$ cat src/rtl/calc_core_seq.sv
`default_nettype none
// ============================================================================
// Module      : calc_core_seq
// Description : Calculator control and datapath core. Synchronises and
//               edge-detects Enter/Clear, sequences operand A, operand B and
//               the opcode through an FSM, and runs single-cycle ALU ops plus
//               an iterative shift-add multiplier. Result and flags are held
//               for the BCD/display path.
//               Optional macro CALC_DIV_EN adds opcode 9, an unsigned
//               restoring divider that shares the multiplier's iteration
//               register.
// Revision    : 1.0 - initial release
// ============================================================================
module calc_core_seq #(
    parameter int WIDTH       = 8,
    parameter int OP_W        = 4,
    parameter int SYNC_STAGES = 2
) (
    input  logic                  clock,
    input  logic                  reset_n,
    input  logic [OP_W+WIDTH-1:0] switchs,
    input  logic                  enter,
    input  logic                  clear,
    output logic [WIDTH-1:0]      a_q,
    output logic [WIDTH-1:0]      b_q,
    output logic [WIDTH-1:0]      result,
    output logic                  zero,
    output logic                  carry,
    output logic                  overflow,
    output logic                  busy,
    output logic                  result_valid,
    output logic [2:0]            state_q,
    output logic [3:0]            leds
);

    localparam int MSB   = WIDTH - 1;
    localparam int CNT_W = $clog2(WIDTH);

    localparam logic [2:0] S_IDLE   = 3'd0;
    localparam logic [2:0] S_WITH_A = 3'd1;
    localparam logic [2:0] S_WITH_B = 3'd2;
    localparam logic [2:0] S_CALC   = 3'd3;
    localparam logic [2:0] S_RESULT = 3'd4;
    localparam logic [2:0] S_ERROR  = 3'd5;

    localparam logic [OP_W-1:0] OP_ADD = OP_W'(0);
    localparam logic [OP_W-1:0] OP_SUB = OP_W'(1);
    localparam logic [OP_W-1:0] OP_AND = OP_W'(2);
    localparam logic [OP_W-1:0] OP_OR  = OP_W'(3);
    localparam logic [OP_W-1:0] OP_XOR = OP_W'(4);
    localparam logic [OP_W-1:0] OP_NOT = OP_W'(5);
    localparam logic [OP_W-1:0] OP_SHL = OP_W'(6);
    localparam logic [OP_W-1:0] OP_SHR = OP_W'(7);
    localparam logic [OP_W-1:0] OP_MUL = OP_W'(8);

    // ------------------------------------------------------------------
    // Declarations
    // ------------------------------------------------------------------
    logic [SYNC_STAGES-1:0] r_ent_sync;
    logic [SYNC_STAGES-1:0] r_clr_sync;
    logic                   r_ent_edge;
    logic                   r_clr_edge;
    logic                   w_ent_pulse;
    logic                   w_clr_pulse;

    logic [2:0]             r_state;
    logic [2:0]             w_state_next;

    logic [WIDTH-1:0]       w_operand;
    logic [OP_W-1:0]        w_opcode;

    logic [WIDTH-1:0]       r_a;
    logic [WIDTH-1:0]       r_b;
    logic [WIDTH-1:0]       r_result;
    logic                   r_zero;
    logic                   r_carry;
    logic                   r_ovf;
    logic                   r_result_valid;

    logic [WIDTH:0]         w_sum;
    logic [WIDTH:0]         w_diff;
    logic [WIDTH-1:0]       w_alu_res;
    logic                   w_alu_c;
    logic                   w_alu_v;
    logic                   w_op_single;
    logic                   w_op_mul;
    logic                   w_op_div;

    logic [2*WIDTH-1:0]     r_acc;
    logic [2*WIDTH-1:0]     w_acc_step;
    logic [2*WIDTH-1:0]     w_mul_step;
    logic [WIDTH:0]         w_mul_sum;
    logic [CNT_W-1:0]       r_cnt;
    logic                   w_calc_last;
    logic                   w_calc_div;

    assign w_operand = switchs[WIDTH-1:0];
    assign w_opcode  = switchs[OP_W+WIDTH-1:WIDTH];

    // ------------------------------------------------------------------
    // Button synchronisers followed by a rising-edge register
    // ------------------------------------------------------------------
    always_ff @(posedge clock or negedge reset_n) begin
        if (!reset_n) begin
            r_ent_sync <= '0;
            r_clr_sync <= '0;
            r_ent_edge <= 1'b0;
            r_clr_edge <= 1'b0;
        end else begin
            r_ent_sync <= {r_ent_sync[SYNC_STAGES-2:0], enter};
            r_clr_sync <= {r_clr_sync[SYNC_STAGES-2:0], clear};
            r_ent_edge <= r_ent_sync[SYNC_STAGES-1];
            r_clr_edge <= r_clr_sync[SYNC_STAGES-1];
        end
    end

    assign w_ent_pulse = r_ent_sync[SYNC_STAGES-1] & ~r_ent_edge;
    assign w_clr_pulse = r_clr_sync[SYNC_STAGES-1] & ~r_clr_edge;

    // ------------------------------------------------------------------
    // Single-cycle ALU on the latched operands
    // ------------------------------------------------------------------
    assign w_sum  = {1'b0, r_a} + {1'b0, r_b};
    assign w_diff = {1'b0, r_a} - {1'b0, r_b};

    // Decode opcode into result, carry and overflow for one-cycle ops
    always_comb begin
        w_alu_res   = '0;
        w_alu_c     = 1'b0;
        w_alu_v     = 1'b0;
        w_op_single = 1'b1;
        case (w_opcode)
            OP_ADD: begin
                w_alu_res = w_sum[MSB:0];
                w_alu_c   = w_sum[WIDTH];
                w_alu_v   = (r_a[MSB] == r_b[MSB]) && (w_sum[MSB] != r_a[MSB]);
            end
            OP_SUB: begin
                w_alu_res = w_diff[MSB:0];
                w_alu_c   = w_diff[WIDTH];
                w_alu_v   = (r_a[MSB] != r_b[MSB]) && (w_diff[MSB] != r_a[MSB]);
            end
            OP_AND: w_alu_res = r_a & r_b;
            OP_OR:  w_alu_res = r_a | r_b;
            OP_XOR: w_alu_res = r_a ^ r_b;
            OP_NOT: w_alu_res = ~r_a;
            OP_SHL: begin
                w_alu_res = {r_a[MSB-1:0], 1'b0};
                w_alu_c   = r_a[MSB];
            end
            OP_SHR: begin
                w_alu_res = {1'b0, r_a[MSB:1]};
                w_alu_c   = r_a[0];
            end
            default: w_op_single = 1'b0;
        endcase
    end

    assign w_op_mul = (w_opcode == OP_MUL);

    // ------------------------------------------------------------------
    // Iterative engine. r_acc holds {high partial product, multiplier};
    // each step adds A when the multiplier LSB is set and shifts right.
    // ------------------------------------------------------------------
    assign w_mul_sum   = {1'b0, r_acc[2*WIDTH-1:WIDTH]} + (r_acc[0] ? {1'b0, r_a} : '0);
    assign w_mul_step  = {w_mul_sum, r_acc[MSB:1]};
    assign w_calc_last = (r_cnt == CNT_W'(WIDTH - 1));

`ifdef CALC_DIV_EN
    localparam logic [OP_W-1:0] OP_DIV = OP_W'(9);

    logic                   r_is_div;
    logic [WIDTH:0]         w_div_shift;
    logic [WIDTH:0]         w_div_trial;
    logic [2*WIDTH-1:0]     w_div_step;

    // For division r_acc holds {remainder, dividend/quotient}; shift the next
    // dividend bit into the remainder and keep the trial subtraction if it
    // does not borrow.
    assign w_div_shift = {r_acc[2*WIDTH-1:WIDTH], r_acc[MSB]};
    assign w_div_trial = w_div_shift - {1'b0, r_b};
    assign w_div_step  = w_div_trial[WIDTH]
                       ? {w_div_shift[MSB:0], r_acc[MSB-1:0], 1'b0}
                       : {w_div_trial[MSB:0], r_acc[MSB-1:0], 1'b1};

    assign w_op_div   = (w_opcode == OP_DIV);
    assign w_calc_div = r_is_div;
    assign w_acc_step = r_is_div ? w_div_step : w_mul_step;

    // Remember which iterative operation was launched
    always_ff @(posedge clock or negedge reset_n) begin
        if (!reset_n) begin
            r_is_div <= 1'b0;
        end else if (w_clr_pulse) begin
            r_is_div <= 1'b0;
        end else if ((r_state == S_WITH_B) && w_ent_pulse) begin
            r_is_div <= w_op_div;
        end
    end
`else
    assign w_op_div   = 1'b0;
    assign w_calc_div = 1'b0;
    assign w_acc_step = w_mul_step;
`endif

    // ------------------------------------------------------------------
    // FSM: state register
    // ------------------------------------------------------------------
    always_ff @(posedge clock or negedge reset_n) begin
        if (!reset_n) begin
            r_state <= S_IDLE;
        end else begin
            r_state <= w_state_next;
        end
    end

    // FSM: next state, Clear takes priority over a same-cycle Enter
    always_comb begin
        w_state_next = r_state;
        if (w_clr_pulse) begin
            w_state_next = S_IDLE;
        end else begin
            case (r_state)
                S_IDLE:   if (w_ent_pulse) w_state_next = S_WITH_A;
                S_WITH_A: if (w_ent_pulse) w_state_next = S_WITH_B;
                S_WITH_B: begin
                    if (w_ent_pulse) begin
                        if (w_op_single) begin
                            w_state_next = S_RESULT;
                        end else if (w_op_mul) begin
                            w_state_next = S_CALC;
                        end else if (w_op_div) begin
                            w_state_next = (r_b == '0) ? S_ERROR : S_CALC;
                        end else begin
                            w_state_next = S_ERROR;
                        end
                    end
                end
                S_CALC:   if (w_calc_last) w_state_next = S_RESULT;
                S_RESULT: if (w_ent_pulse) w_state_next = S_WITH_A;
                S_ERROR:  w_state_next = S_ERROR;
                default:  w_state_next = S_IDLE;
            endcase
        end
    end

    // FSM: state-decoded outputs (progress LEDs and busy)
    always_comb begin
        leds = 4'b0001;
        busy = 1'b0;
        case (r_state)
            S_IDLE:   leds = 4'b0001;
            S_WITH_A: leds = 4'b0011;
            S_WITH_B: leds = 4'b0111;
            S_CALC: begin
                leds = 4'b0111;
                busy = 1'b1;
            end
            S_RESULT: leds = 4'b1111;
            S_ERROR:  leds = 4'b1001;
            default:  leds = 4'b0001;
        endcase
    end

    // ------------------------------------------------------------------
    // Datapath registers: operands, result, flags, iteration state
    // ------------------------------------------------------------------
    always_ff @(posedge clock or negedge reset_n) begin
        if (!reset_n) begin
            r_a            <= '0;
            r_b            <= '0;
            r_result       <= '0;
            r_zero         <= 1'b0;
            r_carry        <= 1'b0;
            r_ovf          <= 1'b0;
            r_result_valid <= 1'b0;
            r_acc          <= '0;
            r_cnt          <= '0;
        end else begin
            // Pulse once on the first cycle spent in RESULT
            r_result_valid <= (w_state_next == S_RESULT) && (r_state != S_RESULT);
            if (w_clr_pulse) begin
                r_a      <= '0;
                r_b      <= '0;
                r_result <= '0;
                r_zero   <= 1'b0;
                r_carry  <= 1'b0;
                r_ovf    <= 1'b0;
                r_acc    <= '0;
                r_cnt    <= '0;
            end else begin
                case (r_state)
                    S_IDLE: if (w_ent_pulse) r_a <= w_operand;
                    S_WITH_A: if (w_ent_pulse) r_b <= w_operand;
                    S_WITH_B: begin
                        if (w_ent_pulse) begin
                            r_cnt <= '0;
                            if (w_op_single) begin
                                r_result <= w_alu_res;
                                r_zero   <= (w_alu_res == '0);
                                r_carry  <= w_alu_c;
                                r_ovf    <= w_alu_v;
                            end else if (w_op_mul) begin
                                r_acc <= {{WIDTH{1'b0}}, r_b};
                            end else if (w_op_div) begin
                                r_acc <= {{WIDTH{1'b0}}, r_a};
                            end
                        end
                    end
                    S_CALC: begin
                        r_acc <= w_acc_step;
                        r_cnt <= r_cnt + 1'b1;
                        if (w_calc_last) begin
                            r_result <= w_acc_step[MSB:0];
                            r_zero   <= (w_acc_step[MSB:0] == '0);
                            if (w_calc_div) begin
                                r_carry <= |w_acc_step[2*WIDTH-1:WIDTH];
                                r_ovf   <= 1'b0;
                            end else begin
                                r_carry <= 1'b0;
                                r_ovf   <= |w_acc_step[2*WIDTH-1:WIDTH];
                            end
                        end
                    end
                    S_RESULT: begin
                        if (w_ent_pulse) begin
                            r_a <= r_result;
                            r_b <= '0;
                        end
                    end
                    default: ;
                endcase
            end
        end
    end

    assign a_q          = r_a;
    assign b_q          = r_b;
    assign result       = r_result;
    assign zero         = r_zero;
    assign carry        = r_carry;
    assign overflow     = r_ovf;
    assign result_valid = r_result_valid;
    assign state_q      = r_state;

endmodule
`default_nettype wire

$ cat config.mk
export PLATFORM = sky130hd
export DESIGN_NAME = calc_core_seq
export DESIGN_NICKNAME = d
export VERILOG_FILES = /design/src/rtl/calc_core_seq.sv
export SDC_FILE = /design/constraint.sdc
export NUM_CORES = 1
export LEC_CHECK = 0
export CAP_MARGIN = 30
export CORE_MARGIN = 2
export CORE_UTILIZATION = 35
export CTS_BUF_LIST = sky130_fd_sc_hd__clkbuf_16
export CTS_CLUSTER_DIAMETER = 200
export CTS_CLUSTER_SIZE = 14
export DETAILED_ROUTE_END_ITERATION = 7
export GPL_ROUTABILITY_DRIVEN = 0
export GPL_TIMING_DRIVEN = 0
export SETUP_SLACK_MARGIN = 0.3
export SLEW_MARGIN = 20
export SYNTH_ARGS = -nofsm -noshare
export SYNTH_HDL_FRONTEND = slang
export SYNTH_SLANG_ARGS = --single-unit
$ cat constraint.sdc
create_clock -name clock -period 2.3 [get_ports clock]
set_input_delay 0.575 -clock clock [delete_from_list [all_inputs] [get_ports clock]]
set_output_delay 0.575 -clock clock [all_outputs]
set_load 0.005 [all_outputs]
### After elaboration in Yosys (flattened, before gate mapping)

Index checks and enable logic that the tools add are counted.

* flip-flop bits (word level): 56
* bits in latches: 0
* bits in writable memories: 0
* memory bits (read-only): 0
* input bits: 16
* output and inout port bits: 36
* logic and storage cells: 123
* memories: 0

* $add $sub $neg: 4
* multipliers: 0
* divide/modulo/power cells: 0
* magnitude comparators: 0
* equal/unequal tests: 28
* shift operators: 0
* muxes and demuxes: 50
* bitwise gates (word level): 8
* reductions and logical operators: 19

Operator list (count)
* $mux 8: 10
* $mux 16: 4
* $pmux 8 s8: 1
* $pmux 8 s2: 3
* $pmux 16 s2: 1
* $mux 3: 9
* $ne 3x3->1 const B: 9
* $add 8x8->9: 2
* $eq 4x3->1 const B: 4
* $logic_not 8->1: 2
* $pmux 4 s4: 1
* $reduce_or 8->1: 2
* $pmux 3 s5: 1
* $mux 1: 14
* $eq 3x3->1 const B: 4
* $reduce_bool 3->1: 3
* $sub 8x8->9: 1
* $and 8x8->8: 1
* $eq 4x2->1 const B: 2
* $not 8->8: 1
* $or 8x8->8: 1
* $pmux 1 s2: 4
* $reduce_and 4->1: 2
* $xor 8x8->8: 1
* 17 further kinds: 26

### Logic depth before layout (Yosys ltp)

Gate-level depths: netlist of the first run.

* word-level depth: 9
* mapped depth: 11

### Worst setup path after synthesis of the first run

Ideal clock, no wire load.

* path kind: flip-flop to flip-flop
* start: reg r_a[0] (netlist: a_q[0])
* end: reg r_ovf (netlist: overflow)
* library setup time: 0.129 ns
* data arrival time: 2.382 ns
* data required time: 2.171 ns
* slack: -0.211 ns
* cell stages (with the launch flop): 12
* path buffers: 0
* period minus slack after synthesis: 2.511 ns
* path through: dfrtp_1 and2_1 ha_1 inv_1 fa_1 nor2b_4 o21ai_2 nand2b_2 a31oi_4 o21ai_2 or4_1 o41a_1

* word-level cells in the longest chain between the ends: 8

RTL lines
* from (decl): line 72 `logic [WIDTH-1:0] r_a;`
* from (signal assigned): line 293 `S_IDLE: if (w_ent_pulse) r_a <= w_operand;`
* from (signal assigned): line 327 `r_a <= r_result;`
* $sub 8x8->9 or $add 8x8->9 (tied branches): line 124, 123
* $ne 1x1->1 (on tied branches): line 141, 136
* $logic_and 1x1->1 (on tied branches): line 141, 136
* $pmux 1 s2: line 132 `case (w_opcode)`
* $mux 1: line 298 `if (w_op_single) begin`
* $mux 1: line 296 `if (w_ent_pulse) begin`
* $pmux 1 s2 (*): line 292 `case (r_state)`
* $mux 1 (*): line 282 `if (w_clr_pulse) begin`
* to (signal assigned): line 302 `r_ovf <= w_alu_v;`
* to (signal assigned): line 321 `r_ovf <= |w_acc_step[2*WIDTH-1:WIDTH];`
* to (decl): line 77 `logic r_ovf;`

Every way passes the cells marked *; elsewhere a longest branch is shown, timed or not. The select of a mux whose other input is x is not followed.
A chain may end at the register's enable or synchronous reset.

### Worst setup path after layout of the first run

Ends and elaborated chain as after synthesis.

==> results of run 1 <==
cell families (layout without fill, tap and decap cells):
logic type | count (synthesis) | after routing
simple gates | 174 | 174
xor+xnor | 16 | 16
flops | 56 | 56
buf+inv | 62 | 165
compound gates | 151 | 151
mux | 18 | 18
fa+ha+maj | 38 | 38
other cells | 1 | 1
flip-flops by register name, summed over array words and instances (netlist names), 2 cells and up:
signal	count
r_acc	16
state_q	3
r_cnt	3
r_clr_sync	2
a_q	8
b_q	8
result	8
r_ent_sync	2
power by group through the flow:
stage | Sequential [uW] | Combinational, uW | Clock (uW)
6_report | 1250 | 1770 | 775
4_1_cts | 1250 | 1550 | 784
5_1_grt | 1250 | 1900 | 848
3_5_place_dp | 1280 | 1320 | 0
2_1_floorplan | 1200 | 893 | 0
3_3_place_gp | 1280 | 1290 | 0
layout by cell type, fill, tap and decap left out, types with 4 or more instances in the layout:
master,count
inv_2,8
ha_1,29
a21o_1,10
nand2b_1,6
a21oi_1,22
o21ai_1,7
clkbuf_16,5
clkbuf_1,6
a31oi_1,8
ha_4,6
nor3_1,6
a211oi_1,9
nand3_1,4
o21ai_2,7
buf_4,42
a22o_1,9
clkdlybuf4s50_1,37
mux2i_1,14
nor2b_1,5
o31ai_1,9
dfrtp_2,14
buf_6,19
nor2_1,53
xor2_1,7
buf_2,9
o21ai_0,19
nor3_2,4
and2_1,10
xnor2_1,6
a21oi_2,5
inv_1,22
o221ai_2,4
nand2_1,48
dfrtp_1,42
a22oi_1,4
metrics by stage:
| stage | setup TNS (ns) | cells | utilization (%) |
|---|---|---|---|
| floorplan | -0.1759 | 516 | - |
| global placement | -77.27 | 736 | 41.72 |
| detailed placement | -14.58 | 736 | 41.70 |
| CTS | -1.127 | 764 | 45.96 |
| global route | -1.551 | 791 | 49.12 |
| finish | -0.9792 | 791 | 49.12 |
path summary, 6_finish.rpt:
kind / from / end / slack (ns) / cells after the start
max: a_q[0]$_DFFE_PN0P_ / overflow$_DFFE_PN0P_ / -0.31 / 11
min: reset_n / r_acc[14]$_DFFE_PN0P_ / 0.31 / 1
max reg2reg: a_q[0]$_DFFE_PN0P_ / overflow$_DFFE_PN0P_ / -0.31 / 11
min reg2reg: r_ent_sync[0]$_DFF_PN0_ / r_ent_sync[1]$_DFF_PN0_ / 0.35 / 0
max in group asynchronous: reset_n / r_acc[0]$_DFFE_PN0P_ / 1.46 / 1
min in group clock: r_ent_sync[0]$_DFF_PN0_ / r_ent_sync[1]$_DFF_PN0_ / 0.35 / 0
per-layer routing:
| layer | global-route usage, % | up-vias |
|---|---|---|
| li1 | - | 2045 |
| met4 | 5.556 | 0 |
| met1 | 30.57 | 2151 |
| met2 | 34.92 | 166 |
| met3 | 4.826 | 21 |
| met5 | 0 | - |
Yosys cell counts (all sizes together) (10+ instances only):
cell type	instances	area [um^2]
nor3	11	55.05
o21ai	33	172.7
buf	18	112.6
inv	32	120.1
o31ai	12	95.09
clkbuf	12	45.04
nor2	58	225.2
dfrtp	56	1401
a21oi	28	140.1
nand2	53	201.5
a22o	10	88.84
a21o	10	75.07
mux2i	14	140.1
a211oi	12	95.09
ha	35	437.9
and2	11	68.82
cell type report:
type,instances,area [um^2],share of cell area [%]
clock inverters,3,20.02,0.3269
inverters,32,127.6,2.084
multi-input cells,398,3119,50.94
flip-flops and latches,56,1419,23.17
repair buffers,95,870.8,14.22
clock buffers,5,125.1,2.043
well taps,172,215.2,3.515
plain buffers,30,226.5,3.698
critical path, delay by kind of cell (launching register included):
kind                       cells  cell delay, ns
and+or+nand+nor                4            0.84
AOI/OAI and AO/OA              4            0.71
DFF                            1            0.49
adders and majority gates      2            0.38
buffers and inverters          1            0.05
timing repair:
| action | CTS | global route |
|---|---|---|
| buffers inserted | 20 | 27 |
| resized for setup | 84 | 62 |
| setup endpoints to repair | 38 | 47 |
| pin swaps | 14 | 27 |
==> results_dict.tcl, run 1 <==
set metrics [dict create \
    wl_met1_um 6707 \
    vias_per_cell 5.541 \
    io_pins 52 \
    arrival_ns 2.79 \
    finalClockSkew_ns 0.01296 \
    synth_enable_flop_cells 0 \
    synth_top_family_by_area "compound AO/OA/AOI/OAI gates" \
    p_int_uw 2318 \
    gr-total-overflow 0 \
    die_y_um 116.5 \
    cts.hold.buffers_added 0 \
    grt_pass1_vias 4074 \
    synth_xor_area_share_pct 3.162 \
    status "complete, but fails checks" \
    cpMostUsedCell "o21ai_2" \
    cts_made_buffers 5 \
    p_clk_share_pct 20.4 \
    syn-cell-area_um2 4432 \
    synth-seq-cells 56 \
    power_uw 3795 \
    worst_slack_ns -0.3074 \
    row_count 41 \
    cts_tree "done" \
    initial_core_util_pct 35.55 \
    antenna_found_initial 0 \
    cp-end-kind "flop" \
    async_flop_share_pct 100.0 \
    comb_power_share_pct 46.7 \
    switching_share_pct 38.92 \
    drc 0 \
    ys.flop_type "dfrtp_1" \
    fin_area_um2 6123 \
    synth_fa_ha_area_share_pct 11.24 \
    critPathLaunchType "flop" \
    p_per_area_nw_per_um2 619.8 \
    rsz0062_at_grt "yes" \
    final_max_slew_viol_count 0 \
    area.growth.synth_to_final_pct 38.17 \
    ctsHtreeMaxLevel 2 \
    clock.fmax_ghz 0.3835 \
    synth_simple_gate_area_share_pct 19.17 \
    cp_max_fo 4 \
    leakage_uw 0.002760 \
    topRoutingLayerUsed "met4" \
    worst_hold_path_type "input port to async pin" \
    via_count 4383 \
    power_frac_seq_pct 32.8 \
    ys_seq_area_share_pct 31.62 \
    crit_slowest_cell "or4_4" \
    diodes 0 \
    setup_viol 6 \
    p_switching_uw 1477 \
    avgSynthCellArea_um2 8.589 \
    max_slew_margin_pct 52.47 \
    wirelength_um 14820 \
    syn-instance-count 516 \
    synth_nets 570 \
    clk_pin_slew_ns 0.08 \
    crit_type "flop to flop" \
    drt_iter0_drc 353 \
    vdd_drop_max_uv 366.8 \
    slowest_delay_ns 0.52 \
    insertion_delay_ns 0.31 \
    fill_cells 1151 \
    dpl_cell_area_um2 5199 \
    grt_use_total_pct 22.01 \
    dp_slack_ns -0.7161 \
    period_share_pct 113.4 \
    drtAntennaViolNets 0 \
    ys_warn_count 0 \
    tightest_slew_ns 0.7129 \
    fp.dieW_um 116.5 \
    synthMuxAreaShare_pct 4.941 \
    drtPass1Iterations 5 \
    clock_path_buffers 2 \
    nets 672 \
    layout-drive-gt1-share_pct 29.73 \
    port_buffers 48 \
    holdWs_ns 0.3070 \
    timing_hold_violations_final 0 \
    violations "setup timing" \
    numClockSinks 56 \
    synth_cell_types 73 \
    drt-wirelength-per-cell_um 18.74 \
    dp_hpwl_um 10230 \
    maxCapViolCount 0 \
    period_minus_slack_ns 2.607 \
    grt_max_degree 57 \
    dieArea_um2 13580 \
    wl_met2_um 6897 \
    dr_wl_met3_um 888 \
    grt_pass1_wl_um 22680 \
    cts-root-buf "clkbuf_16" \
    path_cells "and2_4 > ha_4 > inv_2 > fa_2 > nor2b_4 > o21ai_2 > nand2b_4 > a31oi_4 > o21ai_2 > or4_4 > o41a_1" \
    core_um2 12470 \
    required_ns 2.48 \
    synth_compound_gate_area_share_pct 23.52 \
]
Note: power is estimated with default switching activity, not from simulation.
==> run 2, diff against run 1 <==
Settings changed: CTS_BUF_LIST sky130_fd_sc_hd__clkbuf_16 to sky130_fd_sc_hd__clkbuf_4 sky130_fd_sc_hd__clkbuf_8, RECOVER_POWER set to 50.
==> results_dict.tcl, run 2 (synthesis results as in run 1) <==
set metrics [dict create \
    status "complete, but fails checks" \
    violations "setup timing" \
    ctsHtreeMaxLevel 2 \
    fin_util_pct 50.38 \
    drt_iter0_drc 368 \
    antenna_found_initial 0 \
    critPathLaunchType "flop" \
    numClockSinks 56 \
    period_minus_slack_ns 2.677 \
    drc 0 \
    gr-total-overflow 0 \
    core_um2 12470 \
    port_buffers 48 \
    layout-drive-gt1-share_pct 32.96 \
    fill_cells 1130 \
    insertion_delay_ns 0.33 \
    wl_met1_um 6457 \
    dp_slack_ns -0.7161 \
    grt_pass1_vias 4150 \
    maxCapViolCount 0 \
    tightest_slew_ns 1.396 \
    die_y_um 116.5 \
    dieArea_um2 13580 \
    clock_path_buffers 2 \
    diodes 0 \
    arrival_ns 2.88 \
    cp_max_fo 4 \
    final_cells 803 \
    cts_made_buffers 5 \
    nets 684 \
    vias_per_cell 5.522 \
    drtAntennaViolNets 0 \
    final_max_slew_viol_count 0 \
    topRoutingLayerUsed "met4" \
    period_share_pct 116.4 \
    grt_use_total_pct 21.97 \
    via_count 4434 \
    power_uw 3741 \
    row_count 41 \
    io_pins 52 \
    dpl.cell_count 736 \
    min_from "r_ent_sync[0]$_DFF_PN0_" \
    p_per_area_nw_per_um2 595.7 \
    top_register "r_acc" \
    area.growth.synth_to_final_pct 41.70 \
    vdd_drop_max_uv 342.1 \
    finalClockSkew_ns 0.01558 \
    grt_pass1_wl_um 22720 \
    wl_met2_um 7006 \
    cp-end-kind "flop" \
    cts-root-buf "clkbuf_8" \
    rsz0062_at_grt "yes" \
    timing_hold_violations_final 0 \
    clock.fmax_ghz 0.3736 \
    fp.dieW_um 116.5 \
    timing.rr.start "a_q[0]$_DFFE_PN0P_" \
    dp_hpwl_um 10230 \
    startpoint "a_q[0]$_DFFE_PN0P_" \
    initial_core_util_pct 35.55 \
    clk_pin_slew_ns 0.11 \
    crit_type "flop to flop" \
    drt-wirelength-per-cell_um 18.67 \
    largest_reg_flops 16 \
    required_ns 2.51 \
    drtPass1Iterations 5 \
    worst_slack_ns -0.3767 \
    leakage_uw 0.002845 \
    setup-tns-final_ns -1.146 \
    dr_wl_met3_um 1019 \
    max_slew_margin_pct 6.911 \
    worst_hold_path_type "flop to flop" \
    wirelength_um 14990 \
    final_cell_mix "52 x nor2_1, 48 x nand2_1, 47 x buf_4" \
    final_common_cell "nor2_1" \
    cts_tree "done" \
    setup_viol 6 \
    grt_max_degree 57 \
]
run 2: changes by cell type in the layout (fill, tap and decap cells not counted), sizes merged, moves of 2 or more:
cell,previous run,this run
dlygate4sd2,1,3
clkbuf,15,17
buf,73,83
dlymetal6s2s,3,5
dlygate4sd3,0,2
clkdlybuf4s50,37,31
run 2: stage by stage:
| step | hold slack, ns | cell area, um^2 |
|---|---|---|
| 5_1_grt | 0.3745 | 6280 |
| 4_1_cts | 0.3173 | 5786 |
| 6_report | 0.3590 | 6280 |
| 2_1_floorplan | 0.2794 | 4506 |
| 3_3_place_gp | 0.3329 | 5201 |
| 3_5_place_dp | 0.3365 | 5199 |
run 2: routing by layer:
metal | GRT usage (%) | vias up
met1 | 30.63 | 2153
met5 | 0 | -
met2 | 34.30 | 194
met3 | 3.840 | 34
li1 | - | 2053
met4 | 7.857 | 0
run 2: path summary, 6_finish.rpt:
path	slack [ns]	end	cells after the start
setup / recovery	-0.38	overflow$_DFFE_PN0P_	11
hold / removal	0.36	r_ent_sync[1]$_DFF_PN0_	0
setup reg to reg	-0.38	overflow$_DFFE_PN0P_	11
min in group asynchronous	0.56	r_acc[14]$_DFFE_PN0P_	1
hold reg to reg	0.36	r_ent_sync[1]$_DFF_PN0_	0
max in group asynchronous	0.80	a_q[4]$_DFFE_PN0P_	1
run 2: repair_timing:
item                       in CTS  in global routing
hold buffers                    0                  0
setup endpoints to repair      41                 51
pin swaps                      18                 44
resized for setup             100                 72
setup buffers                  26                 33
run 2: layout make-up:
class	count	area [um^2]	area share [%]
multi-input combinational	398	3207	51.07
sequential	56	1419	22.59
timing repair buffer	107	982.2	15.64
buffer	30	231.5	3.686
tap	172	215.2	3.427
inverter	32	132.6	2.112
clock buffer	6	76.32	1.215
clock inverter	2	16.27	0.2590
run 2: power by group:
group / internal, uW / switching, uW / leakage (uW)
clock network: 229 / 339 / 0.0000448
registers: 1080 / 153 / 0.000731
logic: 928 / 1010 / 0.00207
run 2: critical path: stages (launching register included):
cell	delay, ns
dfrtp_2	0.46
and2_4	0.16
ha_4	0.15
inv_2	0.05
fa_2	0.24
nor2b_4	0.05
o21ai_2	0.18
nand2b_4	0.08
a31oi_4	0.20
o21ai_2	0.10
or4_4	0.49
o41a_1	0.39
